## src/rtl/rv_fetch_bus_resp_pkg.sv

```systemverilog
// Shared definitions for the instruction-side fetch bus responder.
// Holds the responder state encoding, the wait-state counter width and a
// small alignment helper, so the memory model and bench can reuse them.
package rv_fetch_bus_resp_pkg;

  // Width of the programmable wait-state counter (WAIT_STATES is 0..15).
  localparam int WS_W   = 4;
  // Instruction word width on both the fetch bus and the memory port.
  localparam int DATA_W = 32;

  typedef enum logic [2:0] {
    ST_IDLE  = 3'd0,
    ST_WAIT  = 3'd1,
    ST_REQ   = 3'd2,
    ST_RESP  = 3'd3,
    ST_DRAIN = 3'd4
  } fetch_state_e;

  // A fetch is misaligned when either of the two byte-offset bits is set.
  function automatic logic is_misaligned(input logic [1:0] byte_off);
    return (byte_off != 2'b00);
  endfunction

endpackage

```

## src/rtl/rv_fetch_bus_resp.sv

```systemverilog
// rv_fetch_bus_resp: fetch-stage bus responder.
// Accepts one fetch at a time, inserts WAIT_STATES idle cycles, then issues
// a word-addressed read on the memory port (req/gnt, then rvalid) and returns
// the instruction with a single-cycle registered acknowledge. A flush from a
// taken branch/jump abandons the in-flight fetch without acknowledging it;
// if the memory already owes a beat, the DRAIN state swallows it.
//
// Ports:
//   i_clk         clock, rising edge
//   i_reset       synchronous active-high reset
//   i_req/i_addr  fetch request and byte address (held until o_ack)
//   i_flush       discard the current fetch
//   o_ack         one-cycle pulse, qualifies o_rdata/o_err
//   o_rdata       instruction word (holds between acks)
//   o_err         misaligned fetch, valid with o_ack
//   o_busy        responder not idle
//   o_mem_req     memory request, decoded from state
//   o_mem_addr    latched word address
//   i_mem_gnt     memory accepted the request
//   i_mem_rvalid  read data valid
//   i_mem_rdata   read data
module rv_fetch_bus_resp
  import rv_fetch_bus_resp_pkg::*;
#(
  parameter int ADDR_W      = 32,
  parameter int WAIT_STATES = 1
) (
  input  logic              i_clk,
  input  logic              i_reset,
  input  logic              i_req,
  input  logic [ADDR_W-1:0] i_addr,
  input  logic              i_flush,
  output logic              o_ack,
  output logic [DATA_W-1:0] o_rdata,
  output logic              o_err,
  output logic              o_busy,
  output logic              o_mem_req,
  output logic [ADDR_W-3:0] o_mem_addr,
  input  logic              i_mem_gnt,
  input  logic              i_mem_rvalid,
  input  logic [DATA_W-1:0] i_mem_rdata
);

  localparam logic [WS_W-1:0] WS_INIT = WS_W'(WAIT_STATES);
  localparam logic [WS_W-1:0] WS_ZERO = {WS_W{1'b0}};
  localparam logic [WS_W-1:0] WS_ONE  = {{(WS_W-1){1'b0}}, 1'b1};

  fetch_state_e      state_r, state_s;
  logic [WS_W-1:0]   cnt_r, cnt_s;
  logic [ADDR_W-3:0] addr_r, addr_s;
  logic              ack_r, ack_s;
  logic              err_r, err_s;
  logic [DATA_W-1:0] rdata_r, rdata_s;
  logic              accept_s;

  // A request seen while the previous ack is still on the bus is the same
  // request, so it must not be taken again; a flush also blocks acceptance.
  assign accept_s = i_req & ~ack_r & ~i_flush;

  // Next-state and next-output decode for the fetch responder.
  always_comb begin
    state_s = state_r;
    cnt_s   = cnt_r;
    addr_s  = addr_r;
    ack_s   = 1'b0;
    err_s   = 1'b0;
    rdata_s = rdata_r;
    case (state_r)
      ST_IDLE: begin
        if (accept_s) begin
          addr_s = i_addr[ADDR_W-1:2];
          if (is_misaligned(i_addr[1:0])) begin
            // Answer directly from IDLE: no memory access at all.
            ack_s   = 1'b1;
            err_s   = 1'b1;
            rdata_s = {DATA_W{1'b0}};
          end else if (WS_INIT == WS_ZERO) begin
            state_s = ST_REQ;
          end else begin
            state_s = ST_WAIT;
            cnt_s   = WS_INIT;
          end
        end else begin
          state_s = ST_IDLE;
        end
      end
      ST_WAIT: begin
        if (i_flush) begin
          state_s = ST_IDLE;
          cnt_s   = WS_ZERO;
        end else begin
          cnt_s = cnt_r - WS_ONE;
          if (cnt_r == WS_ONE) begin
            state_s = ST_REQ;
          end else begin
            state_s = ST_WAIT;
          end
        end
      end
      ST_REQ: begin
        if (i_mem_gnt) begin
          // Once granted, the memory owes a beat; a flush must drain it.
          state_s = i_flush ? ST_DRAIN : ST_RESP;
        end else if (i_flush) begin
          state_s = ST_IDLE;
        end else begin
          state_s = ST_REQ;
        end
      end
      ST_RESP: begin
        if (i_mem_rvalid) begin
          state_s = ST_IDLE;
          if (i_flush) begin
            rdata_s = rdata_r;
          end else begin
            ack_s   = 1'b1;
            rdata_s = i_mem_rdata;
          end
        end else if (i_flush) begin
          state_s = ST_DRAIN;
        end else begin
          state_s = ST_RESP;
        end
      end
      ST_DRAIN: begin
        // Flush is meaningless here: the beat is dropped regardless.
        if (i_mem_rvalid) begin
          state_s = ST_IDLE;
        end else begin
          state_s = ST_DRAIN;
        end
      end
      default: begin
        state_s = ST_IDLE;
        cnt_s   = WS_ZERO;
      end
    endcase
  end

  // State, counter, latched address and registered response outputs.
  always_ff @(posedge i_clk) begin
    if (i_reset) begin
      state_r <= ST_IDLE;
      cnt_r   <= WS_ZERO;
      addr_r  <= {(ADDR_W-2){1'b0}};
      ack_r   <= 1'b0;
      err_r   <= 1'b0;
      rdata_r <= {DATA_W{1'b0}};
    end else begin
      state_r <= state_s;
      cnt_r   <= cnt_s;
      addr_r  <= addr_s;
      ack_r   <= ack_s;
      err_r   <= err_s;
      rdata_r <= rdata_s;
    end
  end

  assign o_ack      = ack_r;
  assign o_err      = err_r;
  assign o_rdata    = rdata_r;
  assign o_mem_addr = addr_r;
  assign o_busy     = (state_r != ST_IDLE);
  assign o_mem_req  = (state_r == ST_REQ);

endmodule

```

## config.mk

```make
export PLATFORM = sky130hd
export DESIGN_NAME = rv_fetch_bus_resp
export DESIGN_NICKNAME = d
export VERILOG_FILES = /design/src/rtl/rv_fetch_bus_resp_pkg.sv /design/src/rtl/rv_fetch_bus_resp.sv
export SDC_FILE = /design/constraint.sdc
export NUM_CORES = 1
export LEC_CHECK = 0
export CAP_MARGIN = 20
export CORE_MARGIN = 5
export CORE_UTILIZATION = 37
export DETAILED_ROUTE_END_ITERATION = 8
export PLACE_DENSITY_LB_ADDON = 0.25
export SLEW_MARGIN = 20
export SYNTH_ARGS = -nofsm -noshare
export SYNTH_HDL_FRONTEND = slang
export SYNTH_SLANG_ARGS = --single-unit
```

## constraint.sdc

```tcl
create_clock -name i_clk -period 2.1 [get_ports i_clk]
set_input_delay 0.42 -clock i_clk [delete_from_list [all_inputs] [get_ports i_clk]]
set_output_delay 0.42 -clock i_clk [all_outputs]
set_load 0.03 [all_outputs]
```

==> out/results.tsv, run 1 <==
metric	value	unit
fin_area	4630	µm²
whs_endpoint	o_mem_addr[8]	
grt_pass1_vias	2685	
clock_latency	0.34	ns
synthTopCellsByArea	dfxtp_1 49%, nand2_1 13%, mux2i_1 12%	
wire_per_inst	13.1	µm
antenna_left	0	
yosysTopAreaCell	dfxtp_1	
synth.distinct_cells	27	
synthSimpleGateAreaFrac	25.6	%
layout_commonest_cell	clkdlybuf4s50_1	
drt_first_iter_violations	34	
gp_congestion	0.819	
final.setup.tns	0	ns
tightest_slew	0.637	ns
synth_mux_area_share	11.7	%
finalSetupViolations	0	
drv_cap	0	
rows	32	
p_leak	1.79	nW
synth_compound_area_share	8.69	%
pwr-share-comb	14.8	%
fin_crit_sh	90.6	%
netlist_area	2910	µm²
cp-end-kind	output port	
reg2regPathDepth	6	
total_power	3.08	mW
grt_overflow	0	
final.min_clock_period	1.90	ns
syn-instance-count	333	
cp-start-kind	flop	
cp_data_required_time	1.68	ns
viasPerCell	4.66	
placed_cell_area	4410	µm²
dp_hpwl	5.30	mm
most-common-layout-cells	132 x clkdlybuf4s50_1, 97 x nand2_1, 71 x dfxtp_1	
numClockSinks	71	
switching_share	24.2	%
power.switching	745	µW
crit_type	reg2out	
hold_violations	0	
min_from	o_mem_addr[8]	
route.detailed.drc	0	
drt-pass1-iter-count	4	
portBuffers	135	
synth-seq-area-share	48.9	%
postCtsSetupBuffers	0	
fill_cells	708	
coreArea	7690	µm²
status	finished clean	
die_x	98.7	µm
initial_core_util	37.8	%
synth_top_family_by_area	simple AND/OR/NAND/NOR gates	
die_h	98.7	µm
skew	0.00960	ns
ios	136	
fmaxAchievable	526	MHz
power_density	665	nW/µm²
synth-seq-cells	71	
slew_headroom	57.6	%
netlist.area_leader.share	48.9	%
clkPwrFrac	39.8	%
grt_usage	15.1	%
wirelength	7.57	mm
utilization	60.3	%
r2r-end	o_rdata[15]	
ir_worst_vdd	0.303	mV
drive_gt1_share	7.17	%
hold_class	reg2reg	
synth-xor-area-share	0	%
nNetsFinal	541	
rsz0062_at_grt	false	
vias	2684	
synthesis.nets	405	
timing.rr.start	state_r[0]	
grt_pass1_wl	12.1	mm
cts.htree.levels	3	
synthAdderAreaFrac	0.860	%
ys_warn_count	0	
intPower	2.34	mW
slew_violations	0	
path_max_fanout	8	
worstPathArrival	1.48	ns
numCtsBuffers	9	
antenna_found_initial	0	
dieArea	9740	µm²
avgSynthCellArea	8.74	µm²
area_growth	59.3	%
antenna_cells	0	
grt_max_degree	71	
cts_root_buffer	clkbuf_8	
hold_path_depth	2	
cts_tree	done	
cts_buffer_depth	2	
ff2ff_setup_slack	0.42	ns
seq_power_share	45.5	%
clk_pin_slew	0.07	ns
==> through the flow <==
step	instances	setup slack (ns)	hold slack [ns]
CTS	576	0.156	0.457
detailed placement	560	-0.0675	0.446
finish	576	0.198	0.453
floorplan	333	0.462	0.449
global route	576	0.0818	0.471
global placement	560	-0.0328	0.441
==> metal layers <==
layer / up-vias / track usage [%] / wire, µm
li1: 1358 / - / -
met1: 1205 / 18.1 / 3360
met2: 109 / 23.4 / 3330
met3: 12 / 6.94 / 775
met4: 0 / 6.30 / 108
met5: - / 0 / 0
==> registers in the layout, indices dropped and copies added, names as in the netlist <==
name and count:
o_err 1, o_ack 1, state_r 3, cnt_r 4, o_mem_addr 30, o_rdata 32
==> power by group through the flow <==
stage                     Combinational [mW]  Sequential [mW]  Clock, mW
after floorplan                        0.159             1.49          0
after global placement                 0.455             1.43          0
after global routing                   0.485             1.41       1.31
after detailed placement               0.459             1.43          0
final                                  0.455             1.40       1.23
after CTS                              0.460             1.40       1.27
==> synth_stat cells, drive strengths merged <==
cell type and instances:
nand2 97, dfxtp 71, a21oi 37, nand2b 37
mux2i 34, clkbuf 13, buf 9, nor2 9
inv 3, nor3 3, nor4b 3, a311oi 2
a31oi 2, ha 2, nor3b 2, a211o 1
a2bb2oi 1, nand3 1, nor2b 1, nor4 1
o21ai 1, or2 1, or3 1, or3b 1
==> final cells by class <==
cell class,instances,area (µm²),area share (%)
timing repair buffer,147,1470,31.8
sequential,71,1420,30.7
multi-input combinational,237,1370,29.6
clock buffer,10,138,2.97
tap,102,128,2.75
clock inverter,6,92.6,2.00
inverter,3,11.3,0.243
==> worst max-delay path, stage by stage (launching register included) <==
cell and delay (ns):
dfxtp_1 0.48, nand2b_1 0.16, nor2_1 0.11, dlygate4sd2_1 0.41
==> kinds of logic (layout without fill, tap and decap cells) <==
logic type | after synthesis | after routing
AO/OA/AOI/OAI | 44 | 44
buffers and inverters | 25 | 166
AND/OR/NAND/NOR | 157 | 157
adder cells (fa/ha/maj) | 2 | 2
flip-flops | 71 | 71
multiplexers | 34 | 34
==> worst max path at each step <==
stage                    start           to  slack [ns]  cells past startpoint
global placement       i_flush  o_rdata[25]       -0.03                      6
finish              state_r[1]    o_mem_req        0.20                      3
floorplan              i_flush  o_rdata[11]        0.46                      5
detailed placement       i_req  o_rdata[28]       -0.07                      6
global route        state_r[1]    o_mem_req        0.08                      3
CTS                 state_r[1]    o_mem_req        0.16                      3
==> repair_timing <==
action | in CTS | in global routing
resized for setup | 2 | 0
setup endpoints to repair | 2 | 0
hold buffers | 0 | 0
(Power assumes the default switching activity.)
==> run 2: changes to the inputs <==
Settings changed: ABC_AREA set to 0.
==> results of run 2 <==
Final layout, timing and power as in run 1 (identical DEF).
